$ cat config.mk
export PLATFORM = sky130hd
export DESIGN_NAME = song_sequencer_flat
export DESIGN_NICKNAME = d
export VERILOG_FILES = /design/src/rtl/song_sequencer_pkg.sv /design/src/rtl/song_sequencer_if.sv /design/src/rtl/song_sequencer_note_timer.sv /design/src/rtl/song_sequencer.sv /design/src/flat_wrapper.sv
export SDC_FILE = /design/constraint.sdc
export NUM_CORES = 1
export LEC_CHECK = 0
export CAP_MARGIN = 40
export CELL_PAD_IN_SITES_DETAIL_PLACEMENT = 0
export CELL_PAD_IN_SITES_GLOBAL_PLACEMENT = 1
export CORE_UTILIZATION = 45
export CTS_BUF_LIST = sky130_fd_sc_hd__clkbuf_2
export DETAILED_ROUTE_END_ITERATION = 10
export HOLD_SLACK_MARGIN = 0.06
export PLACE_DENSITY_LB_ADDON = 0.1
export SYNTH_ARGS = -nofsm -noshare
export SYNTH_HDL_FRONTEND = slang
export SYNTH_SLANG_ARGS = --single-unit
$ cat constraint.sdc
create_clock -name clk -period 4.93 [get_ports clk]
set_input_delay 0.986 -clock clk [delete_from_list [all_inputs] [get_ports clk]]
set_output_delay 0.986 -clock clk [all_outputs]
set_load 0.03 [all_outputs]
$ cat src/rtl/song_sequencer_pkg.sv
// Shared constants, state encoding and timer sizing for the song sequencer.
package song_sequencer_pkg;

  localparam logic [2:0]  PLAY_MODE        = 3'b011;
  localparam int unsigned END_DUR          = 0;

  localparam int unsigned DEF_ADDR_W       = 8;
  localparam int unsigned DEF_NOTE_W       = 5;
  localparam int unsigned DEF_DUR_W        = 3;
  localparam int unsigned DEF_BEAT_CYCLES  = 12_500_000;
  localparam int unsigned DEF_GAP_CYCLES   = 1_000_000;

  typedef enum logic [2:0] {
    S_IDLE   = 3'd0,
    S_FETCH  = 3'd1,
    S_WAIT   = 3'd2,
    S_DECODE = 3'd3,
    S_PLAY   = 3'd4,
    S_GAP    = 3'd5,
    S_DONE   = 3'd6
  } seq_state_e;

  // Bits needed to hold the longest note, (2^dur_w - 1) beats, without truncation.
  function automatic int unsigned timer_width(input int unsigned dur_w, input int unsigned beat);
    longint unsigned max_ticks;
    max_ticks = ((64'd1 << dur_w) - 64'd1) * 64'(beat);
    return 32'($clog2(max_ticks + 64'd1));
  endfunction

endpackage

$ cat src/rtl/song_sequencer_if.sv
// Control, ROM and tone-generator signals of the song sequencer.
interface song_sequencer_if #(
  parameter int unsigned ADDR_W = 8,
  parameter int unsigned NOTE_W = 5,
  parameter int unsigned DUR_W  = 3
);
  logic [2:0]              mode;
  logic                    pause;
  logic [1:0]              song_num;
  logic [ADDR_W+1:0]       rom_addr;
  logic [NOTE_W+DUR_W-1:0] rom_data;
  logic [NOTE_W-1:0]       note;
  logic                    note_valid;
  logic                    song_done;

  modport master (
    input  mode, pause, song_num, rom_data,
    output rom_addr, note, note_valid, song_done
  );

  modport slave (
    output mode, pause, song_num, rom_data,
    input  rom_addr, note, note_valid, song_done
  );
endinterface

$ cat src/rtl/song_sequencer_note_timer.sv
// Loadable down-counter timing a note body or its articulation gap.
module song_sequencer_note_timer #(
  parameter int unsigned W = 8
) (
  input  logic         clk,
  input  logic         rst,
  input  logic         clr,
  input  logic         load,
  input  logic [W-1:0] value,
  input  logic         enable,
  output logic         expire_c
);
  logic [W-1:0] count_q, count_d;

  // Clear beats load beats count; a paused timer simply holds.
  always_comb begin
    count_d = count_q;
    if (clr) begin
      count_d = '0;
    end else if (load) begin
      count_d = value;
    end else if (enable && (count_q != '0)) begin
      count_d = count_q - W'(1);
    end
  end

  // Expiry on the last counting cycle so the owner can reload in the same edge.
  assign expire_c = enable && (count_q == W'(1));

  // Count register.
  always_ff @(posedge clk) begin
    if (rst) count_q <= '0;
    else     count_q <= count_d;
  end
endmodule

$ cat src/rtl/song_sequencer.sv
// Play-mode controller: walks a song's note ROM and times notes and gaps.
module song_sequencer
  import song_sequencer_pkg::*;
#(
  parameter int unsigned ADDR_W      = DEF_ADDR_W,
  parameter int unsigned NOTE_W      = DEF_NOTE_W,
  parameter int unsigned DUR_W       = DEF_DUR_W,
  parameter int unsigned BEAT_CYCLES = DEF_BEAT_CYCLES,
  parameter int unsigned GAP_CYCLES  = DEF_GAP_CYCLES
) (
  input  logic              clk,
  input  logic              rst,
  song_sequencer_if.master  bus
);
  localparam int unsigned TIMER_W = timer_width(DUR_W, BEAT_CYCLES);
  localparam int unsigned ROM_W   = NOTE_W + DUR_W;
  localparam int unsigned RA_W    = ADDR_W + 2;

  seq_state_e          state_q, state_d;
  logic [ADDR_W-1:0]   offset_q, offset_d;
  logic [1:0]          song_q, song_d;
  logic [RA_W-1:0]     rom_addr_q, rom_addr_d;
  logic [NOTE_W-1:0]   note_q, note_d;
  logic                note_valid_q, note_valid_d;
  logic                song_done_q, song_done_d;

  logic                tmr_clr, tmr_load, tmr_en, tmr_expire_c;
  logic [TIMER_W-1:0]  tmr_val;
  logic [NOTE_W-1:0]   rom_note_c;
  logic [DUR_W-1:0]    rom_dur_c;

  assign rom_note_c = bus.rom_data[ROM_W-1:DUR_W];
  assign rom_dur_c  = bus.rom_data[DUR_W-1:0];

  song_sequencer_note_timer #(.W(TIMER_W)) u_timer (
    .clk      (clk),
    .rst      (rst),
    .clr      (tmr_clr),
    .load     (tmr_load),
    .value    (tmr_val),
    .enable   (tmr_en),
    .expire_c (tmr_expire_c)
  );

  // Next-state, timer control and registered-output values.
  always_comb begin
    state_d    = state_q;
    offset_d   = offset_q;
    song_d     = song_q;
    rom_addr_d = rom_addr_q;
    note_d     = note_q;
    tmr_clr    = 1'b0;
    tmr_load   = 1'b0;
    tmr_en     = 1'b0;
    tmr_val    = '0;

    if (bus.mode != PLAY_MODE) begin
      state_d    = S_IDLE;
      offset_d   = '0;
      song_d     = '0;
      rom_addr_d = '0;
      note_d     = '0;
      tmr_clr    = 1'b1;
    end else if (bus.song_num != song_q) begin
      state_d  = S_FETCH;
      song_d   = bus.song_num;
      offset_d = '0;
      tmr_clr  = 1'b1;
    end else begin
      case (state_q)
        S_IDLE: begin
          state_d  = S_FETCH;
          offset_d = '0;
          song_d   = bus.song_num;
        end
        S_FETCH: begin
          rom_addr_d = {song_q, offset_q};
          state_d    = S_WAIT;
        end
        S_WAIT: state_d = S_DECODE;
        S_DECODE: begin
          if (rom_dur_c == DUR_W'(END_DUR)) begin
            state_d = S_DONE;
          end else begin
            note_d   = rom_note_c;
            tmr_load = 1'b1;
            tmr_val  = TIMER_W'(rom_dur_c) * TIMER_W'(BEAT_CYCLES) - TIMER_W'(GAP_CYCLES);
            state_d  = S_PLAY;
          end
        end
        S_PLAY: begin
          tmr_en = !bus.pause;
          if (tmr_expire_c) begin
            tmr_load = 1'b1;
            tmr_val  = TIMER_W'(GAP_CYCLES);
            state_d  = S_GAP;
          end
        end
        S_GAP: begin
          tmr_en = !bus.pause;
          if (tmr_expire_c) begin
            if (offset_q == '1) begin
              state_d = S_DONE;
            end else begin
              offset_d = offset_q + ADDR_W'(1);
              state_d  = S_FETCH;
            end
          end
        end
        S_DONE:  state_d = S_DONE;
        default: state_d = S_IDLE;
      endcase
    end

    note_valid_d = (state_d == S_PLAY) && (note_d != '0) && !bus.pause;
    song_done_d  = (state_d == S_DONE);
  end

  // State and output registers.
  always_ff @(posedge clk) begin
    if (rst) begin
      state_q      <= S_IDLE;
      offset_q     <= '0;
      song_q       <= '0;
      rom_addr_q   <= '0;
      note_q       <= '0;
      note_valid_q <= 1'b0;
      song_done_q  <= 1'b0;
    end else begin
      state_q      <= state_d;
      offset_q     <= offset_d;
      song_q       <= song_d;
      rom_addr_q   <= rom_addr_d;
      note_q       <= note_d;
      note_valid_q <= note_valid_d;
      song_done_q  <= song_done_d;
    end
  end

  assign bus.rom_addr   = rom_addr_q;
  assign bus.note       = note_q;
  assign bus.note_valid = note_valid_q;
  assign bus.song_done  = song_done_q;
endmodule

$ cat src/flat_wrapper.sv
// flat-port wrapper written by rule: the top's interface ports become plain ports
module song_sequencer_flat import song_sequencer_pkg::*;
#(
  parameter int unsigned ADDR_W      = DEF_ADDR_W,
  parameter int unsigned NOTE_W      = DEF_NOTE_W,
  parameter int unsigned DUR_W       = DEF_DUR_W,
  parameter int unsigned BEAT_CYCLES = DEF_BEAT_CYCLES,
  parameter int unsigned GAP_CYCLES  = DEF_GAP_CYCLES
)
  (clk, rst, bus_mode, bus_pause, bus_song_num, bus_rom_data, bus_rom_addr, bus_note, bus_note_valid, bus_song_done);
  song_sequencer_if #(.ADDR_W(ADDR_W), .NOTE_W(NOTE_W), .DUR_W(DUR_W)) bus_i ();
  input  logic clk;
  input  logic rst;
  input wire logic [$bits(bus_i.mode)-1:0] bus_mode;
  input wire logic [$bits(bus_i.pause)-1:0] bus_pause;
  input wire logic [$bits(bus_i.song_num)-1:0] bus_song_num;
  input wire logic [$bits(bus_i.rom_data)-1:0] bus_rom_data;
  output wire logic [$bits(bus_i.rom_addr)-1:0] bus_rom_addr;
  output wire logic [$bits(bus_i.note)-1:0] bus_note;
  output wire logic [$bits(bus_i.note_valid)-1:0] bus_note_valid;
  output wire logic [$bits(bus_i.song_done)-1:0] bus_song_done;
  assign bus_i.mode = bus_mode;
  assign bus_i.pause = bus_pause;
  assign bus_i.song_num = bus_song_num;
  assign bus_i.rom_data = bus_rom_data;
  assign bus_rom_addr = bus_i.rom_addr;
  assign bus_note = bus_i.note;
  assign bus_note_valid = bus_i.note_valid;
  assign bus_song_done = bus_i.song_done;
  song_sequencer #(.ADDR_W(ADDR_W), .NOTE_W(NOTE_W), .DUR_W(DUR_W), .BEAT_CYCLES(BEAT_CYCLES), .GAP_CYCLES(GAP_CYCLES)) u_core (.clk(clk), .rst(rst), .bus(bus_i));
endmodule
[After elaboration in Yosys (flattened, before gate mapping)]
Index checks and enable logic that the tools add are counted.
Cells by class
  muxes and demuxes: 33
  bitwise logic cells: 1
  $lt $le $gt $ge: 0
  add/sub/neg operators: 3
  shifts and indexed selects: 0
  multiply operators: 1
  reductions and logical operators: 18
  div/mod/pow operators: 0
  eq/ne operators: 14
Operator list (count)
  2-to-1 mux 27 bit: 5
  one-hot mux 27 bit (2 select lines): 1
  == test 27 x 1 -> 1 bit (second input constant): 1
  nonzero test 27 bit: 1
  subtractor 27 x 1 -> 27 bit (second input constant): 1
  subtractor 27 x 20 -> 27 bit (second input constant): 1
  multiplier 3 x 19 -> 22 bit (second input constant): 1
  one-hot mux 3 bit (7 select lines): 1
  2-to-1 mux 20 bit: 1
  2-to-1 mux 5 bit: 4
  2-to-1 mux 8 bit: 2
  one-hot mux 8 bit (2 select lines): 1
  == test 3 bit (second input constant): 5
  2-to-1 mux 3 bit: 5
  2-to-1 mux 1 bit: 9
  adder 8 x 1 -> 8 bit (second input constant): 1
  == test 8 bit (second input constant): 1
  == test 3 x 2 -> 1 bit (second input constant): 2
  zero test 3 bit: 2
  2-to-1 mux 2 bit: 3
  nonzero test 2 bit: 3
  OR reduction 2 bit: 3
  nonzero test 5 bit: 1
  logical AND 1 bit: 4
  other kinds (11): 11
Storage, ports and cells
  flip-flop bits (word level): 57
  memories: 0
  input bits: 16
  logic and storage cells: 78
  bits in writable memories: 0
  latch bits: 0
  memory bits (read-only): 0

[Depth between registers and ports, before layout]
  depth in word-level cells: 13
  depth in mapped cells: 12
  gate-level depth less buffers: 11

[Modules after synthesis]
A second synthesis with hierarchy kept.
Unflattened totals
  cells, all modules: 527
  area total of the unflattened synthesis: 4221.5 um^2
Modules (own cells, without submodules)
  song_sequencer: times used 1, cells an instance 317, area an instance 2467.4 um^2
  song_sequencer_note_timer: times used 1, cells an instance 210, area an instance 1754.2 um^2

[Least setup slack after synthesis]
OpenSTA, ideal clock, no wires.
  path kind: input -> register
  start point: in bus_rom_data[0]
  end point: reg u_core.u_timer.count_q[24]
  stages: 11
  data arrival time: 3917 ps
  buffers on the path: 0
  required time: 4872 ps
  path slack: 955 ps
  cell sequence: fa_1 -> ha_1 -> fa_1 -> nor2b_1 -> o31ai_1 -> o21ai_1 -> xor2_1 -> nand3_1 -> or4_1 -> a21oi_1 -> o22a_1
On the way
  cells in the longest elaborated chain, start to end: 7
  elaborated cells on any way between the ends: 13
  classes of those cells: add/sub: 1; mul: 1; mux: 9; reduce/logical: 2
Ends and longest elaborated chain
  start, declared: RTL line flat_wrapper.sv:17  | input wire logic [$bits(bus_i.rom_data)-1:0] bus_rom_data;
  multiplier 3 x 19 -> 22 bit: RTL line song_sequencer.sv:87  | tmr_val = TIMER_W'(rom_dur_c) * TIMER_W'(BEAT_CYCLES) - TIMER_W'(GAP_CYCLES);
  subtractor 27 x 20 -> 27 bit: RTL line song_sequencer.sv:87
  2-to-1 mux 27 bit: RTL line song_sequencer.sv:82  | if (rom_dur_c == DUR_W'(END_DUR)) begin
  one-hot mux 27 bit (2 select lines): RTL line song_sequencer.sv:70  | case (state_q)
  2-to-1 mux 27 bit: RTL line song_sequencer.sv:64  | end else if (bus.song_num != song_q) begin
  2-to-1 mux 27 bit: RTL line song_sequencer.sv:57  | if (bus.mode != PLAY_MODE) begin
  2-to-1 mux 27 bit: RTL line song_sequencer_note_timer.sv:20  | end else if (load) begin
  end signal, assigned: RTL line song_sequencer_note_timer.sv:33  | else count_q <= count_d;
  end, declared: RTL line song_sequencer_note_timer.sv:13  | logic [W-1:0] count_q, count_d;
Several ways; a longest one is shown, not always the timed one.
A chain may end at the register's enable or synchronous reset.

[Final worst setup path]
  start point: in bus_rom_data[2]
  end point: reg u_core.u_timer.count_q[24]
The elaborated chain is that of the path after synthesis.

==> summary.json <==
{
  "status": {"value": "finished clean"},
  "drt_drc_violations_left": {"value": 0},
  "cp.arrival": {"value": 4.82, "unit": "ns"},
  "dr.pass1.iters": {"value": 5},
  "vias": {"value": 3696},
  "seq_area": {"value": 1141, "unit": "µm²"},
  "fp.dieArea": {"value": 9060, "unit": "µm²"},
  "ios": {"value": 33},
  "mappedNetlistArea": {"value": 3907, "unit": "µm²"},
  "pwr_density_cell": {"value": 227.6, "unit": "nW/µm²"},
  "grt_setup_unrepaired": {"value": "no"},
  "hpwl_after_dpl": {"value": 7432, "unit": "µm"},
  "timing.critical_path.slowest_cell_delay": {"value": 0.64, "unit": "ns"},
  "cts-htree-levels": {"value": 3},
  "holdBufCountCts": {"value": 0},
  "cts_buffers": {"value": 9},
  "post_cts_resize_count": {"value": 0},
  "vdd_ir_drop_max": {"value": 0.1218, "unit": "mV"},
  "category_of_the_worst_setup_path_capture_point": {"value": "register"},
  "finClkSkew": {"value": 0.03943, "unit": "ns"},
  "synth_edf_count": {"value": 0},
  "hold_viol": {"value": 0},
  "postRouteWirelength": {"value": 10070, "unit": "µm"},
  "numPortBuffers": {"value": 32},
  "total_leakage_power": {"value": 1.691, "unit": "nW"},
  "worst_hold_path_type": {"value": "reg2reg"},
  "setup_tns": {"value": 0, "unit": "ns"},
  "tritoncts": {"value": "done"},
  "wl_met2": {"value": 4524, "unit": "µm"},
  "stdcell_count": {"value": 633},
  "mappedNetlistNets": {"value": 527},
  "initial_core_util": {"value": 0.4708},
  "fin_crit_sh": {"value": 0.8906},
  "seq_area_frac_synth": {"value": 0.2920},
  "synth_largest_type_area_fraction": {"value": 0.2920},
  "postSynthRegisterBits": {"value": 57},
  "slew_headroom": {"value": 0.5025},
  "gr-usage-all-layers": {"value": 0.2384},
  "slew_viol_final": {"value": 0},
  "avg_vias_per_cell": {"value": 5.839},
  "worst_slew_pin_slew": {"value": 0.7448, "unit": "ns"},
  "post_route_core_utilization": {"value": 0.5334},
  "clk_transition_reported_paths": {"value": 0.15, "unit": "ns"},
  "met3RoutedLength": {"value": 464, "unit": "µm"},
  "antenna_left": {"value": 0},
  "yosysMostFrequentCell": {"value": "sky130_fd_sc_hd__nor2_1"},
  "placed_cells": {"value": 617},
  "fmaxAchievable": {"value": 227.8, "unit": "MHz"},
  "design.final.nets": {"value": 558},
  "path_cells": {"value": "clkdlybuf4s50_1, fa_1, ha_1, fa_1, nor2b_1, o31ai_1, o21ai_1, xor2_1, nand3_1, or4_1, a21oi_1, o22a_1"},
  "critPathKind": {"value": "in2reg"},
  "cap_violations": {"value": 0},
  "async_flop_share": {"value": 0},
  "cp_slowest_cell": {"value": "sky130_fd_sc_hd__clkdlybuf4s50_1"},
  "synth.distinct_cells": {"value": 65},
  "vias_in_the_first_global_route": {"value": 3410},
  "crit_path_max_fanout": {"value": 6},
  "antenna_found_initial": {"value": 0},
  "antenna-diode-count": {"value": 0},
  "routabilityCongestion": {"value": 0.9002},
  "ys_dominant_reg_cell": {"value": "sky130_fd_sc_hd__dfxtp_1"},
  "finalSetupViolations": {"value": 0},
  "grt_pass1_wl": {"value": 16770, "unit": "µm"},
  "synth.top_cells.by_count": {"value": "sky130_fd_sc_hd__nor2_1 (71), sky130_fd_sc_hd__dfxtp_1 (57), sky130_fd_sc_hd__nand2_1 (33)"},
  "total_power": {"value": 1.008, "unit": "mW"},
  "final_design_area_no_fill": {"value": 4427, "unit": "µm²"},
  "clkLatencyLatePin": {"value": 0.51, "unit": "ns"},
  "numClockSinks": {"value": 57},
  "area_of_placed_instances": {"value": 4334, "unit": "µm²"},
  "clock_path_buffers": {"value": 2},
  "cp_data_required_time": {"value": 5.36, "unit": "ns"},
  "synthDominantAreaCellType": {"value": "sky130_fd_sc_hd__dfxtp_1"},
  "final_layout_size_suffix_gt1_frac": {"value": 0.06439},
  "largest_net_degree_at_the_start_of_global_routing": {"value": 19},
  "fillerInstances": {"value": 833},
  "die-height": {"value": 95.19, "unit": "µm"},
  "detail_route.wl_per_cell": {"value": 15.90, "unit": "µm"},
  "detail_route.wirelength.met1": {"value": 4890, "unit": "µm"},
  "synth.area.top_cells": {"value": "sky130_fd_sc_hd__dfxtp_1 (29%), sky130_fd_sc_hd__nor2_1 (6.8%), sky130_fd_sc_hd__ha_1 (5.1%), sky130_fd_sc_hd__xnor2_1 (4.7%), sky130_fd_sc_hd__mux2i_1 (4.4%)"},
  "area.growth.synth_to_final": {"value": 13.29, "unit": "%"},
  "topRoutingLayerUsed": {"value": "met4"},
  "cts_post_setup_buffers_inserted": {"value": 0},
  "worst_setup_path_start_kind": {"value": "input port"},
  "timing.final.crit_period": {"value": 4.391, "unit": "ns"},
  "clockRootBuffer": {"value": "sky130_fd_sc_hd__clkbuf_2"},
  "multi_input_comb_area": {"value": 2620, "unit": "µm²"},
  "drt_iter0_drc": {"value": 196},
  "synthCells": {"value": 492},
  "average_footprint_of_a_synthesized_cell": {"value": 7.942, "unit": "µm²"},
  "die_x": {"value": 95.19, "unit": "µm"},
  "grt_remaining_overflow": {"value": 0},
  "ys_warn_count": {"value": 0},
  "design.core.area": {"value": 8299, "unit": "µm²"},
  "crit_path_frequent_cell": {"value": "sky130_fd_sc_hd__fa_1"},
  "standard_cell_row_count": {"value": 33}
}
[kinds of logic after synthesis]
family          after synthesis  share of synthesized area
compound gates              114                     0.1947
buf+inv                      36                    0.03746
xor+xnor                     37                    0.08293
simple gates                211                     0.2799
fa+ha+maj                    19                    0.06660
flops                        57                     0.2920
mux                          18                    0.04643
[registers in the layout, summed over array words and instances (netlist names)]
signal / cells
u_core.u_timer.count_q: 27
u_core.bus.rom_addr: 10
u_core.offset_q: 8
u_core.bus.note: 5
u_core.state_q: 3
u_core.song_q: 2
u_core.bus.note_valid: 1
u_core.bus.song_done: 1
[metrics by stage]
stage               hold WS, ns  setup slack [ns]
floorplan                0.4699            0.9548
global placement         0.4782            0.2864
detailed placement       0.4886           0.09686
CTS                      0.5200            0.6072
global route             0.5462            0.3229
finish                   0.5257            0.5393
[per-layer routing]
layer	track usage	vias to the layer above
met1	0.3328	1743
li1	-	1845
met4	0.08712	0
met3	0.04226	16
met2	0.3643	92
met5	0	-
[where the power goes]
part	internal [mW]	total (mW)	switching (mW)	leakage, nW
clock	0.0634	0.260	0.196	0.0476
combinational	0.119	0.285	0.166	1.18
sequential	0.462	0.463	0.00116	0.459
total	0.644	1.01	0.363	1.69
[final cells by class]
cell class	instances	area share
multi-input combinational	399	0.5919
timing repair buffer	41	0.08705
sequential	57	0.2578
tap	105	0.02968
clock inverter	7	0.01074
inverter	15	0.01272
clock buffer	9	0.01018
[cell usage in the layout, fill, tap and decap left out, drive strengths merged, types with 4 or more instances in the layout]
cell	n
o22ai	4
xnor2	21
o31ai	5
nand2	33
clkdlybuf4s50	32
o311ai	4
xor2	16
nand2b	6
o21a	4
a31oi	5
nor3b	6
or3	7
nand3b	4
inv	15
mux2i	17
nor2b	6
buf	9
and3	5
a21oi	29
o21ai	25
dfxtp	57
nor2	72
nor4	6
ha	16
or4	9
clkbuf	9
a221oi	7
nand3	19
nor3	20
and2	4
o31a	5
clkinvlp	4
a211oi	4
[worst paths after layout]
kind / start / endpoint / slack, ns / cells past startpoint
min: u_core.u_timer.count_q[20] / u_core.u_timer.count_q[20] / 0.53 / 2
max reg2reg: u_core.state_q[2] / u_core.u_timer.count_q[24] / 1.67 / 7
min reg2reg: u_core.u_timer.count_q[20] / u_core.u_timer.count_q[20] / 0.53 / 2
max: bus_rom_data[2] / u_core.u_timer.count_q[24] / 0.54 / 12
[worst max-delay path: cells and delay by family]
family / cells / cell delay [ns]
xor+xnor: 1 / 0.24
buf+inv: 1 / 0.64
fa+ha+maj: 3 / 1.30
simple gates: 3 / 0.89
compound gates: 4 / 0.76
Power figures use the tool's default switching activity.
==> edit 1, RTL diff (same flow settings) <==
The 7 states of `seq_state_e` get a one-hot encoding in 7 bits.
--- a/src/rtl/song_sequencer_pkg.sv
+++ b/src/rtl/song_sequencer_pkg.sv
@@ -10,14 +10,14 @@
   localparam int unsigned DEF_BEAT_CYCLES  = 12_500_000;
   localparam int unsigned DEF_GAP_CYCLES   = 1_000_000;
 
-  typedef enum logic [2:0] {
-    S_IDLE   = 3'd0,
-    S_FETCH  = 3'd1,
-    S_WAIT   = 3'd2,
-    S_DECODE = 3'd3,
-    S_PLAY   = 3'd4,
-    S_GAP    = 3'd5,
-    S_DONE   = 3'd6
+  typedef enum logic [6:0] {
+    S_IDLE   = 7'b0000001,
+    S_FETCH  = 7'b0000010,
+    S_WAIT   = 7'b0000100,
+    S_DECODE = 7'b0001000,
+    S_PLAY   = 7'b0010000,
+    S_GAP    = 7'b0100000,
+    S_DONE   = 7'b1000000
   } seq_state_e;
 
   // Bits needed to hold the longest note, (2^dur_w - 1) beats, without truncation.
Check against the original RTL: same outputs for any inputs over 10 cycles, from zero or initial values and one cycle with rst high; not proved beyond that.
==> edit 1 against the original RTL <==
Combinational power down 2%. Power rose by 4.9%. Clock skew increased by 0.011 ns. Wire length is 8.8% higher. Worst setup slack better by 0.20 ns. Final cell count increased by 3.8%. Cell area increased by 3.8%. Synthesized area grew 3.6%. Non-clock buffer count down 1. Sequential cell count grew 4. Clock power increased by 8.8%.
==> edit 1: results (changes against the original RTL) <==
| Metric | Value |
|---|---|
| Met1 WL | `5.091 mm (+4.1%)` |
| Post-Syn Nets | `541 (+2.7%)` |
| Static leakage | `1.652 nW (-2.3%)` |
| Synth cell count leaders | `nor2_1 (70), dfxtp_1 (61), nand2_1 (37), a21oi_1 (34), nor3_1 (27)` |
| Critical Path Fanout Max | `7 (+1)` |
| Worst-Skew Late Latency | `0.52 ns` |
| Total sequential power | `0.495 mW (+6.9%)` |
| Worst VDD drop | `96.98 µV (-20%)` |
| Status | `completed` |
| Largest net degree at the start of global routing | `18 (-1)` |
| P_clk | `0.283 mW (+8.8%)` |
| GRT Total Usage | `23.74% (-0.097 points)` |
| Top cells by area, synth | `dfxtp_1 (30%), nor2_1 (6.5%), xnor2_1 (5.0%)` |
| Dpl cells | `641 (+3.9%)` |
| First-pass GRT wire length | `18.12 mm (+8.0%)` |
| Reg2reg end | `u_core.u_timer.count_q[15]$_SDFFE_PP0P_` |
| Fill cells | `830 (-0.36%)` |
| Routed wl met3 | `653 µm (+41%)` |
| Met2 GRT Util | `38.19% (+1.8 points)` |
| Net Sw Frac | `36.00% (-0.068 points)` |
| Layout cells sized above 1 | `8.015% (+1.6 points)` |
| Synthesized area per cell | `7.986 µm² (+0.55%)` |
| Diode count | `0 (unchanged)` |
| Vias in the first global route | `3668 (+7.6%)` |
| Class of the worst hold path | `flip-flop to flip-flop` |
| CP arrival | `4.63 ns (-0.19 ns)` |
| Routed met2 length | `4.959 mm (+9.6%)` |
| Largest Register | `u_core.u_timer.count_q` |
| Register area share after synthesis | `30.16% (+0.96 points)` |
| RD Place Congestion | `0.8923 (-0.88%)` |
| R2R depth | `7 (unchanged)` |
| M3 GR Usage | `4.841% (+0.61 points)` |
| FF-to-FF Start | `u_core.u_timer.count_q[2]$_SDFFE_PP0P_` |
| Iteration-0 DRC Markers | `218 (+11%)` |
| Dpl hpwl | `8.356 mm (+12%)` |
| Clock Skew | `0.05019 ns (+0.01076 ns)` |
| Synth unique cells | `70 (+7.7%)` |
| Reg clk slew, reported paths | `0.18 ns (+0.03 ns)` |
| Met1 Use GR | `31.79% (-1.5 points)` |
| Via count | `3864 (+4.5%)` |
| Routed WL per cell | `16.67 µm (+4.8%)` |
| Reg2Reg Setup Slack | `2.02 ns (+0.35 ns)` |
| Actual slew at the worst max-slew pin | `0.7818 ns (+0.03707 ns)` |
| Final hold slack | `0.5012 ns (-0.02450 ns)` |
| Final nets | `578 (+3.6%)` |
| Critical path's largest stage delay | `0.62 ns (-0.02 ns)` |
| Non-Filler Instances | `657 (+3.8%)` |
[edit 1: how the worst min path moves through the flow]
stage                                                  startpoint                                 endpoint  cells after the start
final                     u_core.u_timer.count_q[16]$_SDFFE_PP0P_  u_core.u_timer.count_q[16]$_SDFFE_PP0P_                      2
after global routing      u_core.u_timer.count_q[16]$_SDFFE_PP0P_  u_core.u_timer.count_q[16]$_SDFFE_PP0P_                      2
after CTS                 u_core.u_timer.count_q[16]$_SDFFE_PP0P_  u_core.u_timer.count_q[16]$_SDFFE_PP0P_                      2
after detailed placement  u_core.u_timer.count_q[16]$_SDFFE_PP0P_  u_core.u_timer.count_q[16]$_SDFFE_PP0P_                      2
after global placement    u_core.u_timer.count_q[13]$_SDFFE_PP0P_  u_core.u_timer.count_q[13]$_SDFFE_PP0P_                      2
after floorplan           u_core.u_timer.count_q[26]$_SDFFE_PP0P_  u_core.u_timer.count_q[26]$_SDFFE_PP0P_                      2
[edit 1: final cells by class]
cell class	count	area, µm²	share of cell area [%]
multi-input combinational	418	2714	59.04
sequential	61	1221	26.57
timing repair buffer	40	380.4	8.274
tap	108	135.1	2.940
inverter	14	52.55	1.143
clock inverter	7	48.80	1.062
clock buffer	9	45.04	0.9799
[edit 1: through the flow]
stage,instance area (µm²),total power [mW],setup WS (ns)
floorplan,4049,0.6988,1.190
global placement,4496,0.7789,0.3573
detailed placement,4503,0.7791,0.2239
CTS,4597,1.063,0.7700
global route,4597,1.116,0.6017
finish,4597,1.057,0.7404
[edit 1: cells by family (layout without fill, tap and decap cells)]
group,after synthesis,in the layout,synth area share [%]
fa+ha+maj,18,18,6.119
mux,17,17,4.203
compound gates,102,102,16.41
buf+inv,28,70,2.812
simple gates,235,235,30.35
flops,61,61,30.16
xor+xnor,46,46,9.950
==> edit 2, RTL diff (config.mk and constraints unchanged) <==
Made on the original files. Set the package constant `DEF_ADDR_W` to 10 (it was 8).
--- a/src/rtl/song_sequencer_pkg.sv
+++ b/src/rtl/song_sequencer_pkg.sv
@@ -4,7 +4,7 @@
   localparam logic [2:0]  PLAY_MODE        = 3'b011;
   localparam int unsigned END_DUR          = 0;
 
-  localparam int unsigned DEF_ADDR_W       = 8;
+  localparam int unsigned DEF_ADDR_W       = 10;
   localparam int unsigned DEF_NOTE_W       = 5;
   localparam int unsigned DEF_DUR_W        = 3;
   localparam int unsigned DEF_BEAT_CYCLES  = 12_500_000;
Ports: changed (resized bus_rom_addr); port bits go from 33 to 35. The function was not compared with the original's and may differ.
==> edit 2 against the original RTL <==
Worst hold slack worse by 0.021 ns. Synthesized area is 2.4% higher. Sequential share of layout area is 0.21 points higher. Sequential cell count is 4 higher. Final cell count is 4.3% higher. Wire length is 9.9% higher. Clock power is 47% higher. Power is 19% higher. Synthesized cell count is 2.0% higher. Worst setup slack better by 0.11 ns. Count of clock-buffer cells in the layout stayed put. Cell area is 6.2% higher. Largest cell class unchanged. Largest power group unchanged.
==> edit 2: results (changes against the original RTL) <==
| Metric | Value |
|---|---|
| Synth Area in Compound Gates | `19.52% (+0.050 points)` |
| WHS Endpoint | `u_core.u_timer.count_q[26]$_SDFFE_PP0P_` |
| GRT Total Usage | `24.93% (+1.1 points)` |
| Reg2Reg Setup Slack | `1.62 ns (-0.05 ns)` |
| First-pass GRT wire length | `17.63 mm (+5.1%)` |
| Worst-Skew Late Latency | `0.53 ns (+0.02 ns)` |
| Vias in the first global route | `3653 (+7.1%)` |
| Max_slew headroom | `43.86% (-6.4 points)` |
| Final WL | `11.06 mm (+9.9%)` |
| Synthesized area per cell | `7.968 µm² (+0.33%)` |
| Critical Path Stages | `13 (+1)` |
| Worst Hold Launch | `u_core.u_timer.count_q[26]$_SDFFE_PP0P_` |
| Post-Synth Adder-Cell Area | `6.506% (-0.15 points)` |
| Met1 Use GR | `29.61% (-3.7 points)` |
| Top cells by area, synth | `dfxtp_1 (31%), nor2_1 (6.4%), xor2_1 (5.9%)` |
| Mux contribution to synthesized area | `4.285% (-0.36 points)` |
| Status | `completed` |
| Clock Skew | `0.04054 ns (+0.001109 ns)` |
| Iteration-0 DRC Markers | `167 (-15%)` |
| CP arrival | `4.71 ns (-0.11 ns)` |
| Critical path's largest stage delay | `0.54 ns (-0.10 ns)` |
| Synth cell count leaders | `nor2_1 (68), dfxtp_1 (61), nand2_1 (36), a21oi_1 (35), xor2_1 (27)` |
| Achievable Freq | `0.2336 GHz (+2.6%)` |
| Critical Path Fanout Max | `9 (+3)` |
| Largest net degree at the start of global routing | `21 (+2)` |
| Pre-CTS setup slack | `0.1946 ns (+0.09778 ns)` |
| CP endpoint | `u_core.u_timer.count_q[25]$_SDFFE_PP0P_` |
| Reg clk slew, reported paths | `0.19 ns (+0.04 ns)` |
| Synth unique cells | `62 (-4.6%)` |
| Crit path from | `bus_rom_data[0]` |
| Static leakage | `1.749 nW (+3.4%)` |
| M3 GR Usage | `4.818% (+0.59 points)` |
| Via/cell ratio | `5.800 (-0.67%)` |
| Final hold slack | `0.5047 ns (-0.02100 ns)` |
| Dpl hpwl | `8.407 mm (+13%)` |
| Met2 GRT Util | `43.26% (+6.8 points)` |
| R2R depth | `9 (+2)` |
| FF-to-FF Start | `u_core.u_timer.count_q[2]$_SDFFE_PP0P_` |
| Dpl cells | `644 (+4.4%)` |
| Post-Syn Nets | `537 (+1.9%)` |
| RD Place Congestion | `0.9136 (+1.5%)` |
[edit 2: power by group]
| part | switching (mW) | internal, mW | leakage (nW) |
|---|---|---|---|
| clock network | 0.213 | 0.170 | 0.0789 |
| registers | 0.00103 | 0.494 | 0.491 |
| logic | 0.184 | 0.134 | 1.18 |
| total | 0.398 | 0.799 | 1.75 |
[edit 2: routing by layer]
| layer | part of all wire (%) | wire length (µm) | up-vias |
|---|---|---|---|
| met5 | 0 | 0 | - |
| met4 | 2.8 | 314 | 0 |
| met3 | 3.9 | 436 | 27 |
| met2 | 48 | 5332 | 97 |
| met1 | 45 | 4975 | 1803 |
| li1 | - | - | 1901 |
[edit 2: area by class of cell]
class,count,area (µm²)
Tap cell,108,135.1
Clock buffer,9,45.04
Fill cell,858,3979
Inverter,14,52.55
Clock inverter,7,97.59
Sequential cell,61,1221
Timing Repair Buffer,56,505.5
Multi-Input combinational cell,405,2643
